### config.mk
export PLATFORM = sky130hd
export DESIGN_NAME = move_entry_controller_flat
export DESIGN_NICKNAME = d
export VERILOG_FILES = /design/src/rtl/chess_kbd_pkg.sv /design/src/rtl/move_entry_controller_if.sv /design/src/rtl/scan_decode.sv /design/src/rtl/move_entry_controller.sv /design/src/flat_wrapper.sv
export SDC_FILE = /design/constraint.sdc
export NUM_CORES = 1
export LEC_CHECK = 0
export BUFFER_PORTS_ARGS = -buffer_cell sky130_fd_sc_hd__buf_4
export CAP_MARGIN = 25
export CORE_MARGIN = 5
export CORE_UTILIZATION = 42
export CTS_CLUSTER_DIAMETER = 200
export DETAILED_ROUTE_END_ITERATION = 6
export PLACE_DENSITY = 0.7
export SLEW_MARGIN = 20
export SYNTH_ARGS = -nofsm -noshare
export SYNTH_HDL_FRONTEND = slang
export SYNTH_SLANG_ARGS = --single-unit
### constraint.sdc
create_clock -name clk -period 3.25 [get_ports clk]
set_clock_uncertainty 0.15 [all_clocks]
set_input_delay 0.8125 -clock clk [delete_from_list [all_inputs] [get_ports clk]]
set_output_delay 0.8125 -clock clk [all_outputs]
set_load 0.05 [all_outputs]
### src/rtl/chess_kbd_pkg.sv
// rtl/chess_kbd_pkg.sv - PS/2 scan-code constants and FSM states for chess move entry
package chess_kbd_pkg;

    localparam logic [7:0] SC_BREAK = 8'hF0;
    localparam logic [7:0] SC_EXT   = 8'hE0;
    localparam logic [7:0] SC_BKSP  = 8'h66;
    localparam logic [7:0] SC_ESC   = 8'h76;
    localparam logic [7:0] SC_ENTER = 8'h5A;

    // Element i holds the set-2 make code for file/rank i (a..h, 1..8).
    localparam logic [7:0][7:0] FILE_CODES = {8'h33, 8'h34, 8'h2B, 8'h24, 8'h23, 8'h21, 8'h32, 8'h1C};
    localparam logic [7:0][7:0] RANK_CODES = {8'h3E, 8'h3D, 8'h36, 8'h2E, 8'h25, 8'h26, 8'h1E, 8'h16};

    typedef enum logic [2:0] {
        IDLE,
        COLLECT,
        BREAK_SKIP,
        EXT_SKIP,
        PRESENT
    } state_t;

endpackage

### src/rtl/move_entry_controller_if.sv
// rtl/move_entry_controller_if.sv - keyboard-in / move-out signal bundle
interface move_entry_controller_if;
    logic       code_valid;
    logic [7:0] code;
    logic       move_ready;
    logic       move_valid;
    logic [2:0] from_file;
    logic [2:0] from_rank;
    logic [2:0] to_file;
    logic [2:0] to_rank;
    logic [2:0] key_count;
    logic       entry_error;

    modport master (
        output code_valid, code, move_ready,
        input  move_valid, from_file, from_rank, to_file, to_rank, key_count, entry_error
    );

    modport slave (
        input  code_valid, code, move_ready,
        output move_valid, from_file, from_rank, to_file, to_rank, key_count, entry_error
    );
endinterface

### src/rtl/scan_decode.sv
// rtl/scan_decode.sv - combinational scan-code to board coordinate decode
module scan_decode
    import chess_kbd_pkg::*;
(
    input  logic [7:0] code,
    output logic       is_file,
    output logic       is_rank,
    output logic [2:0] idx
);

    always_comb begin
        is_file = 1'b0;
        is_rank = 1'b0;
        idx     = 3'd0;
        for (int i = 0; i < 8; i++) begin
            if (code == FILE_CODES[i]) begin
                is_file = 1'b1;
                idx     = 3'(i);
            end
            if (code == RANK_CODES[i]) begin
                is_rank = 1'b1;
                idx     = 3'(i);
            end
        end
    end

endmodule

### src/rtl/move_entry_controller.sv
// rtl/move_entry_controller.sv - collects file/rank keystrokes into a move and hands it off
module move_entry_controller
    import chess_kbd_pkg::*;
#(
    parameter int TIMEOUT_CYCLES = 50_000_000
) (
    input  logic                    clk,
    input  logic                    rst,
    move_entry_controller_if.slave  bus
);

    localparam int TW = $clog2(TIMEOUT_CYCLES + 1);

    state_t          r_state;
    state_t          r_ret_state;
    logic [3:0][2:0] r_slot;
    logic [2:0]      r_key_count;
    logic [7:0]      r_last_make;
    logic [TW-1:0]   r_timer;
    logic            r_move_valid;
    logic            r_entry_error;

    logic       w_is_file;
    logic       w_is_rank;
    logic [2:0] w_idx;
    logic [1:0] w_kc_lo;
    logic       w_class_ok;
    logic       w_timing;
    logic       w_timeout;

    scan_decode u_decode (
        .code    (bus.code),
        .is_file (w_is_file),
        .is_rank (w_is_rank),
        .idx     (w_idx)
    );

    assign w_kc_lo    = r_key_count[1:0];
    // Even slots take files, odd slots take ranks.
    assign w_class_ok = (r_key_count < 3'd4) && (r_key_count[0] ? w_is_rank : w_is_file);
    assign w_timing   = (r_key_count != 3'd0) && (r_state != PRESENT);
    assign w_timeout  = w_timing && !bus.code_valid && (r_timer == TW'(TIMEOUT_CYCLES - 1));

    always_ff @(posedge clk or posedge rst) begin
        if (rst) begin
            r_state       <= IDLE;
            r_ret_state   <= IDLE;
            r_slot        <= '0;
            r_key_count   <= 3'd0;
            r_last_make   <= 8'h00;
            r_timer       <= '0;
            r_move_valid  <= 1'b0;
            r_entry_error <= 1'b0;
        end else begin
            r_entry_error <= 1'b0;
            if (!w_timing || bus.code_valid || w_timeout) begin
                r_timer <= '0;
            end else begin
                r_timer <= r_timer + TW'(1);
            end

            if (w_timeout) begin
                r_slot        <= '0;
                r_key_count   <= 3'd0;
                r_last_make   <= 8'h00;
                r_entry_error <= 1'b1;
                r_state       <= IDLE;
            end else begin
                case (r_state)
                    IDLE, COLLECT: begin
                        if (bus.code_valid) begin
                            if (bus.code == SC_BREAK) begin
                                r_ret_state <= r_state;
                                r_state     <= BREAK_SKIP;
                            end else if (bus.code == SC_EXT) begin
                                r_ret_state <= r_state;
                                r_state     <= EXT_SKIP;
                            end else if (bus.code != r_last_make) begin
                                r_last_make <= bus.code;
                                if (bus.code == SC_ESC) begin
                                    r_slot      <= '0;
                                    r_key_count <= 3'd0;
                                    r_state     <= IDLE;
                                end else if (bus.code == SC_BKSP) begin
                                    if (r_key_count != 3'd0) begin
                                        r_slot[w_kc_lo - 2'd1] <= 3'd0;
                                        r_key_count            <= r_key_count - 3'd1;
                                        r_state                <= (r_key_count == 3'd1) ? IDLE : COLLECT;
                                    end
                                end else if (bus.code == SC_ENTER) begin
                                    if (r_key_count == 3'd4) begin
                                        r_state      <= PRESENT;
                                        r_move_valid <= 1'b1;
                                    end else begin
                                        r_entry_error <= 1'b1;
                                    end
                                end else if (w_class_ok) begin
                                    r_slot[w_kc_lo] <= w_idx;
                                    r_key_count     <= r_key_count + 3'd1;
                                    r_state         <= COLLECT;
                                end else if (w_is_file || w_is_rank || (r_key_count != 3'd4)) begin
                                    r_entry_error <= 1'b1;
                                end
                            end
                        end
                    end
                    BREAK_SKIP: begin
                        if (bus.code_valid) begin
                            r_last_make <= 8'h00;
                            r_state     <= r_ret_state;
                        end
                    end
                    EXT_SKIP: begin
                        if (bus.code_valid) begin
                            r_state <= (bus.code == SC_BREAK) ? BREAK_SKIP : r_ret_state;
                        end
                    end
                    PRESENT: begin
                        if (bus.move_ready) begin
                            r_slot       <= '0;
                            r_key_count  <= 3'd0;
                            r_move_valid <= 1'b0;
                            r_state      <= IDLE;
                        end
                    end
                    default: r_state <= IDLE;
                endcase
            end
        end
    end

    assign bus.move_valid  = r_move_valid;
    assign bus.from_file   = r_slot[0];
    assign bus.from_rank   = r_slot[1];
    assign bus.to_file     = r_slot[2];
    assign bus.to_rank     = r_slot[3];
    assign bus.key_count   = r_key_count;
    assign bus.entry_error = r_entry_error;

endmodule
### src/flat_wrapper.sv
// flat-port wrapper written by rule: the top's interface ports become plain ports
module move_entry_controller_flat import chess_kbd_pkg::*;
#(
    parameter int TIMEOUT_CYCLES = 50_000_000
)
  (clk, rst, bus_code_valid, bus_code, bus_move_ready, bus_move_valid, bus_from_file, bus_from_rank, bus_to_file, bus_to_rank, bus_key_count, bus_entry_error);
  move_entry_controller_if bus_i ();
  input  logic clk;
  input  logic rst;
  input wire logic [$bits(bus_i.code_valid)-1:0] bus_code_valid;
  input wire logic [$bits(bus_i.code)-1:0] bus_code;
  input wire logic [$bits(bus_i.move_ready)-1:0] bus_move_ready;
  output wire logic [$bits(bus_i.move_valid)-1:0] bus_move_valid;
  output wire logic [$bits(bus_i.from_file)-1:0] bus_from_file;
  output wire logic [$bits(bus_i.from_rank)-1:0] bus_from_rank;
  output wire logic [$bits(bus_i.to_file)-1:0] bus_to_file;
  output wire logic [$bits(bus_i.to_rank)-1:0] bus_to_rank;
  output wire logic [$bits(bus_i.key_count)-1:0] bus_key_count;
  output wire logic [$bits(bus_i.entry_error)-1:0] bus_entry_error;
  assign bus_i.code_valid = bus_code_valid;
  assign bus_i.code = bus_code;
  assign bus_i.move_ready = bus_move_ready;
  assign bus_move_valid = bus_i.move_valid;
  assign bus_from_file = bus_i.from_file;
  assign bus_from_rank = bus_i.from_rank;
  assign bus_to_file = bus_i.to_file;
  assign bus_to_rank = bus_i.to_rank;
  assign bus_key_count = bus_i.key_count;
  assign bus_entry_error = bus_i.entry_error;
  move_entry_controller #(.TIMEOUT_CYCLES(TIMEOUT_CYCLES)) u_core (.clk(clk), .rst(rst), .bus(bus_i));
endmodule
* Word-level counts from Yosys, hierarchy flattened
Cells that the tools add are included.
** Word-level totals
- Flip-flop bits (word level) :: 57
- Bits of input ports :: 12
- Output and inout bits :: 17
** Operators by class
- Add/subtract/negate cells :: 4
- $lt $le $gt $ge :: 5
- Equality and inequality tests :: 54
- Mux-type cells :: 108
- Bitwise gates (word level) :: 3
- Reductions and logical operators :: 24
** Operators by type and width (count)
- 12-bit 2-to-1 mux :: 11
- 3-bit 2-to-1 mux :: 42
- 8-bit by 6-bit equality test with 1-bit output (second input constant) :: 13
- 8-bit 2-to-1 mux :: 6
- 1-bit 2-to-1 mux :: 40
- 26-bit by 1-bit adder with 26-bit output (second input constant) :: 1
- 26-bit equality test (second input constant) :: 1
- 26-bit 2-to-1 mux :: 1
- 8-bit by 5-bit equality test with 1-bit output (second input constant) :: 3
- 8-bit by 7-bit equality test with 1-bit output (second input constant) :: 3
- 12-bit case mux with 2 select lines :: 1
- 3-bit by 2-bit inequality test with 1-bit output (second input constant) :: 6
- 8-bit equality test (second input constant) :: 2
- 8-bit case mux with 2 select lines :: 1
- 12-bit AND :: 1
- 12-bit bitwise mux :: 1
- 3-bit demux with 2-bit select :: 2
- 2-bit inequality test (second input constant) :: 6
- 12-bit NOT :: 1
- 3-bit case mux with 4 select lines :: 1
- 11-bit AND reduction :: 1
- 5-bit by 1-bit inequality test with 1-bit output (second input constant) :: 2
- 9-bit AND reduction :: 1
- 3-bit nonzero test :: 3
- 30 further kinds :: 48

* Longest topological paths before layout
- Depth in word-level cells :: 26
- Gate-level depth with buffers :: 10
- Mapped depth without buffers :: 9

* Hierarchy
From an unflattened synthesis, not the netlist that was laid out.
** Unflattened totals
- Cell total of the unflattened synthesis :: 416
- Area, all modules :: 3773.6 sq um
** Modules (own cells, without submodules)
- move_entry_controller :: instances 1, cells each 368, area an instance 3472.1 sq um, sequential area each 1426.4 sq um
- scan_decode :: instances 1, cells each 48, area an instance 301.5 sq um, sequential area each 0.0 sq um

* Worst setup path after synthesis
OpenSTA, ideal clock, no wires.
- Path type :: register to register
- From :: register u_core.r_key_count[0] (netlist: u_core.bus.key_count[0])
- To :: register u_core.r_slot (netlist bit u_core.bus.to_rank[2])
- Setup time :: 0.121 ns
- Arrival :: 2.918 ns
- Required time :: 2.979 ns
- Setup slack :: 0.061 ns
- Cell stages (with the launch flop) :: 11
- Buffers on the path :: 1
- Period minus slack after synthesis :: 3.189 ns
- Cell sequence :: dfrtp_1 inv_1 ha_1 nor2b_1 or3_1 nor4_4 a211oi_1 clkbuf_1 nand2_1 o21ai_1 a22o_1
** On the way
- Longest elaborated chain between the ends :: 16
- Elaborated cells between the ends (all ways) :: 42
- Classes of those cells :: add/sub: 1; order compare: 5; eq/ne: 8; mux: 17; bitwise: 2; reduce/logical: 9
** RTL lines
- start: declaration :: RTL line move_entry_controller.sv:17 : logic [2:0] r_key_count;
- start signal: assignment :: RTL line move_entry_controller.sv:87 : r_key_count <= r_key_count - 3'd1;
- start signal: assignment :: RTL line move_entry_controller.sv:99 : r_key_count <= r_key_count + 3'd1;
- 2-bit by 1-bit subtractor with 2-bit output :: RTL line move_entry_controller.sv:86 : r_slot[w_kc_lo - 2'd1] <= 3'd0;
- 2-bit by 3-bit < comparator with 1-bit output (not written as such) / 2-bit by 1-bit greater-or-equal comparator with 1-bit output (equally long branches) :: RTL line move_entry_controller.sv:86
- 1-bit logical AND (not written as such) :: RTL line move_entry_controller.sv:86
- 3-bit 2-to-1 mux (not written as such) :: RTL line move_entry_controller.sv:86
- 3-bit demux with 2-bit select
- 12-bit NOT (no line)
- 12-bit AND (no line)
- 12-bit 2-to-1 mux :: RTL line move_entry_controller.sv:85 : if (r_key_count != 3'd0) begin
- 12-bit 2-to-1 mux :: RTL line move_entry_controller.sv:84 : end else if (bus.code == SC_BKSP) begin
- 12-bit 2-to-1 mux :: RTL line move_entry_controller.sv:80 : if (bus.code == SC_ESC) begin
- 12-bit 2-to-1 mux :: RTL line move_entry_controller.sv:78 : end else if (bus.code != r_last_make) begin
- 12-bit 2-to-1 mux :: RTL line move_entry_controller.sv:75 : end else if (bus.code == SC_EXT) begin
- 12-bit 2-to-1 mux :: RTL line move_entry_controller.sv:72 : if (bus.code == SC_BREAK) begin
- 12-bit 2-to-1 mux :: RTL line move_entry_controller.sv:71 : if (bus.code_valid) begin
- 12-bit case mux with 2 select lines :: RTL line move_entry_controller.sv:69 : case (r_state)
- 12-bit 2-to-1 mux :: RTL line move_entry_controller.sv:62 : if (w_timeout) begin
- end signal: indexed assignment :: RTL line move_entry_controller.sv:98 : r_slot[w_kc_lo] <= w_idx;
- end: declaration :: RTL line move_entry_controller.sv:16 : logic [3:0][2:0] r_slot;
Parallel ways exist; a longest one is shown, timed or not. The select of a mux whose other input is x is not followed.
A chain may end at the register's enable or synchronous reset.

* Worst setup path in the final report
- From :: input bus_code[6]
- To :: register u_core.r_slot (netlist bit u_core.bus.from_rank[1])
** On the way
- Longest elaborated chain between the ends :: 24
- Elaborated cells between the ends (all ways) :: 70
- Classes of those cells :: eq/ne: 28; mux: 40; reduce/logical: 2
** RTL lines
- start: declaration :: RTL line flat_wrapper.sv:11 : input wire logic [$bits(bus_i.code)-1:0] bus_code;
- 8-bit by 6-bit equality test with 1-bit output :: RTL line scan_decode.sv:16 : if (code == FILE_CODES[i]) begin
- 3-bit 2-to-1 mux :: RTL line scan_decode.sv:16
- 3-bit 2-to-1 mux :: RTL line scan_decode.sv:20 : if (code == RANK_CODES[i]) begin
- 3-bit 2-to-1 mux :: RTL line scan_decode.sv:16
- 3-bit 2-to-1 mux :: RTL line scan_decode.sv:20
- 3-bit 2-to-1 mux :: RTL line scan_decode.sv:16
- 3-bit 2-to-1 mux :: RTL line scan_decode.sv:20
- 3-bit 2-to-1 mux :: RTL line scan_decode.sv:16
- [... 8 more ...]
- 12-bit 2-to-1 mux :: RTL line move_entry_controller.sv:84
- 12-bit 2-to-1 mux :: RTL line move_entry_controller.sv:80
- 12-bit 2-to-1 mux :: RTL line move_entry_controller.sv:78
- 12-bit 2-to-1 mux :: RTL line move_entry_controller.sv:75
- 12-bit 2-to-1 mux :: RTL line move_entry_controller.sv:72
- 12-bit 2-to-1 mux :: RTL line move_entry_controller.sv:71
- 12-bit case mux with 2 select lines :: RTL line move_entry_controller.sv:69
- 12-bit 2-to-1 mux :: RTL line move_entry_controller.sv:62
Parallel ways exist; a longest one is shown, timed or not. The select of a mux whose other input is x is not followed.

==> impl_results.md <==
* Multi-input combinational cell area at 1960 um2
* Pint at 1350 uW
* HPWL after detailed placement at 5840 um
* Sequential power share at 38.5%
* Worst Hold Class: flip-flop to flip-flop
* Pleak at 0.00176 uW
* CTS root buffer: clkbuf_8
* Crit path DAT at 3.01 ns
* CTS sink count at 57
* Comb power frac at 35.9%
* Worst Max-Slew Pin Slew at 0.586 ns
* P&R area growth vs syn at 15.7%
* Design Power at 2230 uW
* Syn Inst Count at 383
* Outcome: complete, no violations
* First drt pass iteration count at 5
* Post-synthesis mux area share at 2.11%
* IO Count at 29
* Core ar. at 8180 um2
* Post-CTS Setup Repair Bufs at 0
* Clock Tree Buf Depth at 2
* DRC Markers at 0
* Vias in the first global route at 2,889
* PortBufs at 28
* Syn Nets at 403
* Die area at 10,300 um2
* CTS tree: done
* Number of synthesized register bits at 57
* Worst-path cell chain: buf_4, or3b_4, nor4_2, a31oi_1, a311o_1, a31o_2, nor3_4, a22o_1
* Synth unique cells at 58
* Cell area power density at 551 nW/um2
* R2R depth at 8
* CTS buffer count at 9
* Netlist Area Pre-Place at 3500 um2
* Worst skew pair latency at 0.33 ns
* CP Capture Type: flip-flop
* Net Switching at 882 uW
* Fmax at 0.346 GHz
* Largest stage delay, worst path at 0.46 ns
* Worst Path Required at 3.37 ns
* Critical path type: input pin to flip-flop
* # hold bufs at CTS at 0
* Cell row count at 33
* Max Slew Vio Count at 0
* Final nets at 436
* Initial core utilization at 42.8%
* Worst IR Drop VDD at 0.000446 V
* Sequential-to-total area share from yosys stat at 40.8%
* N_diodes at 0
* Mean Syn Cell Area at 9.13 um2
* GP Congestion at 0.886
* Prevailing post-synth register cell: dfrtp_1
* Via density at 5.67
* Synth Area in XOR/XNOR at 7.76%
* Routed via count at 2,982
* DP Area at 3870 um2
* Max-cap violations at 0
* CP Buf/Inv Count at 1
* Compound-cell area share of the yosys netlist at 16.0%
* Critical path launch point type: input pin
* Clock slew at reported path FFs at 0.07 ns
* Drt wl/cell at 15.3 um
* Final core utilization at 49.5%
* Cell depth of the worst setup path at 8
* Final Hold Vio Count at 0
* Slew headroom at 60.9%
* WL final at 8050 um
* Total grt overflow at 0
* Post-DRT Antenna Nets at 0
* Highest-delay cell along the critical path: a311o_1
* Largest net degree at the start of global routing at 30
* Final setup fails at 0
* Asr flop ratio synth at 100%
* CP delay by family, top: compound AO/OA/AOI/OAI gates
* Layout fillers at 775
* First-pass GRT wire length at 14,100 um
* Sequential cell area at 1430 um2
* Gr usage total at 17.0%
* Syn. warnings at 0
* Clock Power Share at 25.5%
* Die W at 101 um
* Fin area at 4050 um2
* CP max FO at 5
* Post-cts sizing count at 0
* RSZ-0062 raised after global routing: no
* Adder-cell share of the synthesized area at 2.86%
* Simple-gate share of the synthesized area at 27.0%
* EDFF count, synth at 0
* Sw Ratio at 39.5%
* Hold depth at 1
* Minimum clock period at 2.89 ns
* Largest family of logic cells by synthesized area: simple AND/OR/NAND/NOR gates
* Initial antenna violation count at 0
* H-tree Lvls at 3
* DR iter-0 viols at 195
* Final TNS setup at 0 ns
* Period utilization at 88.9%
* Share of cells above drive strength 1 at 17.6%
* Die height at 101 um
[path summary, 6_finish.rpt]
| check | startpoint | end | slack, ns |
|---|---|---|---|
| max | bus_code[6] | u_core.bus.from_rank[1] | 0.36 |
| min | u_core.r_ret_state[1] | u_core.r_ret_state[1] | 0.33 |
| max reg2reg | u_core.bus.key_count[1] | u_core.bus.to_file[0] | 0.42 |
| min reg2reg | u_core.r_ret_state[1] | u_core.r_ret_state[1] | 0.33 |
| max in group asynchronous | rst | u_core.r_state[0] | 1.92 |
| min in group asynchronous | rst | u_core.r_timer[6] | 0.40 |
[power by group through the flow]
| stage | logic (uW) | registers (uW) | clock network, uW |
|---|---|---|---|
| 2_1_floorplan | 411 | 1020 | 0 |
| 3_3_place_gp | 792 | 870 | 0 |
| 3_5_place_dp | 798 | 872 | 0 |
| 4_1_cts | 805 | 859 | 587 |
| 5_1_grt | 871 | 869 | 618 |
| 6_report | 802 | 860 | 570 |
[stage by stage]
step / setup WS, ns / instances / hold slack [ns]
6_report: 0.361 / 526 / 0.333
5_1_grt: 0.225 / 526 / 0.364
4_1_cts: 0.394 / 526 / 0.336
3_5_place_dp: 0.0297 / 510 / 0.312
3_3_place_gp: 0.0911 / 510 / 0.314
2_1_floorplan: 0.0610 / 383 / 0.294
[synth_stat cells (6+ instances only)]
master / instances / area, um2
a21oi_1: 12 / 60.1
a22o_1: 17 / 149
and2_1: 7 / 43.8
and3_1: 8 / 50.1
clkbuf_1: 19 / 71.3
dfrtp_1: 57 / 1430
ha_1: 8 / 100
inv_1: 10 / 37.5
nand2_1: 25 / 93.8
nand2b_1: 6 / 37.5
nand3_1: 19 / 95.1
nand4_1: 12 / 75.1
nor2_1: 44 / 165
nor2b_1: 7 / 43.8
nor3_1: 13 / 65.1
o21ai_0: 17 / 85.1
xnor2_1: 16 / 140
xor2_1: 15 / 131
[routing by layer]
layer	up-vias	track usage (%)	share of wire, %
met5	-	0	0
met2	74	25.4	47
met1	1444	23.6	47
li1	1454	-	-
met4	0	6.54	1.6
met3	10	4.55	4.4
[state kept, by name, indices dropped and copies added (netlist names)]
register / count
u_core.r_last_make: 8
u_core.bus.key_count: 3
u_core.bus.entry_error: 1
u_core.bus.to_file: 3
u_core.r_ret_state: 3
u_core.bus.from_file: 3
u_core.r_timer: 26
u_core.r_state: 3
u_core.bus.move_valid: 1
u_core.bus.from_rank: 3
u_core.bus.to_rank: 3
[logic make-up (layout without fill, tap and decap cells)]
group                      after synthesis  after routing
AOI/OAI and AO/OA                       77             77
xor gates and xnor gates                31             31
adders and majority gates                8              8
buffers and inverters                   31             69
DFF                                     57             57
muxes                                    7              7
and+or+nand+nor                        172            172
[area by class of cell]
| class | instances | area share (%) |
|---|---|---|
| multi-input combinational | 295 | 48.3 |
| sequential | 57 | 35.3 |
| timing repair buffer | 43 | 7.98 |
| tap | 105 | 3.25 |
| clock buffer | 9 | 3.06 |
| clock inverter | 7 | 1.18 |
| inverter | 10 | 0.928 |
[cells in the final DEF (no fill, tap or decap), drive strengths merged, types with 3 or more instances in the layout]
master,count
a21oi,12
a22o,17
a31oi,5
and2,7
and3,8
and4,3
buf,43
clkbuf,9
clkinv,5
dfrtp,57
ha,8
inv,10
mux2,3
mux2i,4
nand2,25
nand2b,6
nand3,19
nand3b,4
nand4,12
nor2,44
nor2b,7
nor3,15
nor4,3
nor4b,3
nor4bb,4
o21ai,18
or2,3
or3,4
xnor2,16
xor2,15
Power figures use the tool's default switching activity.
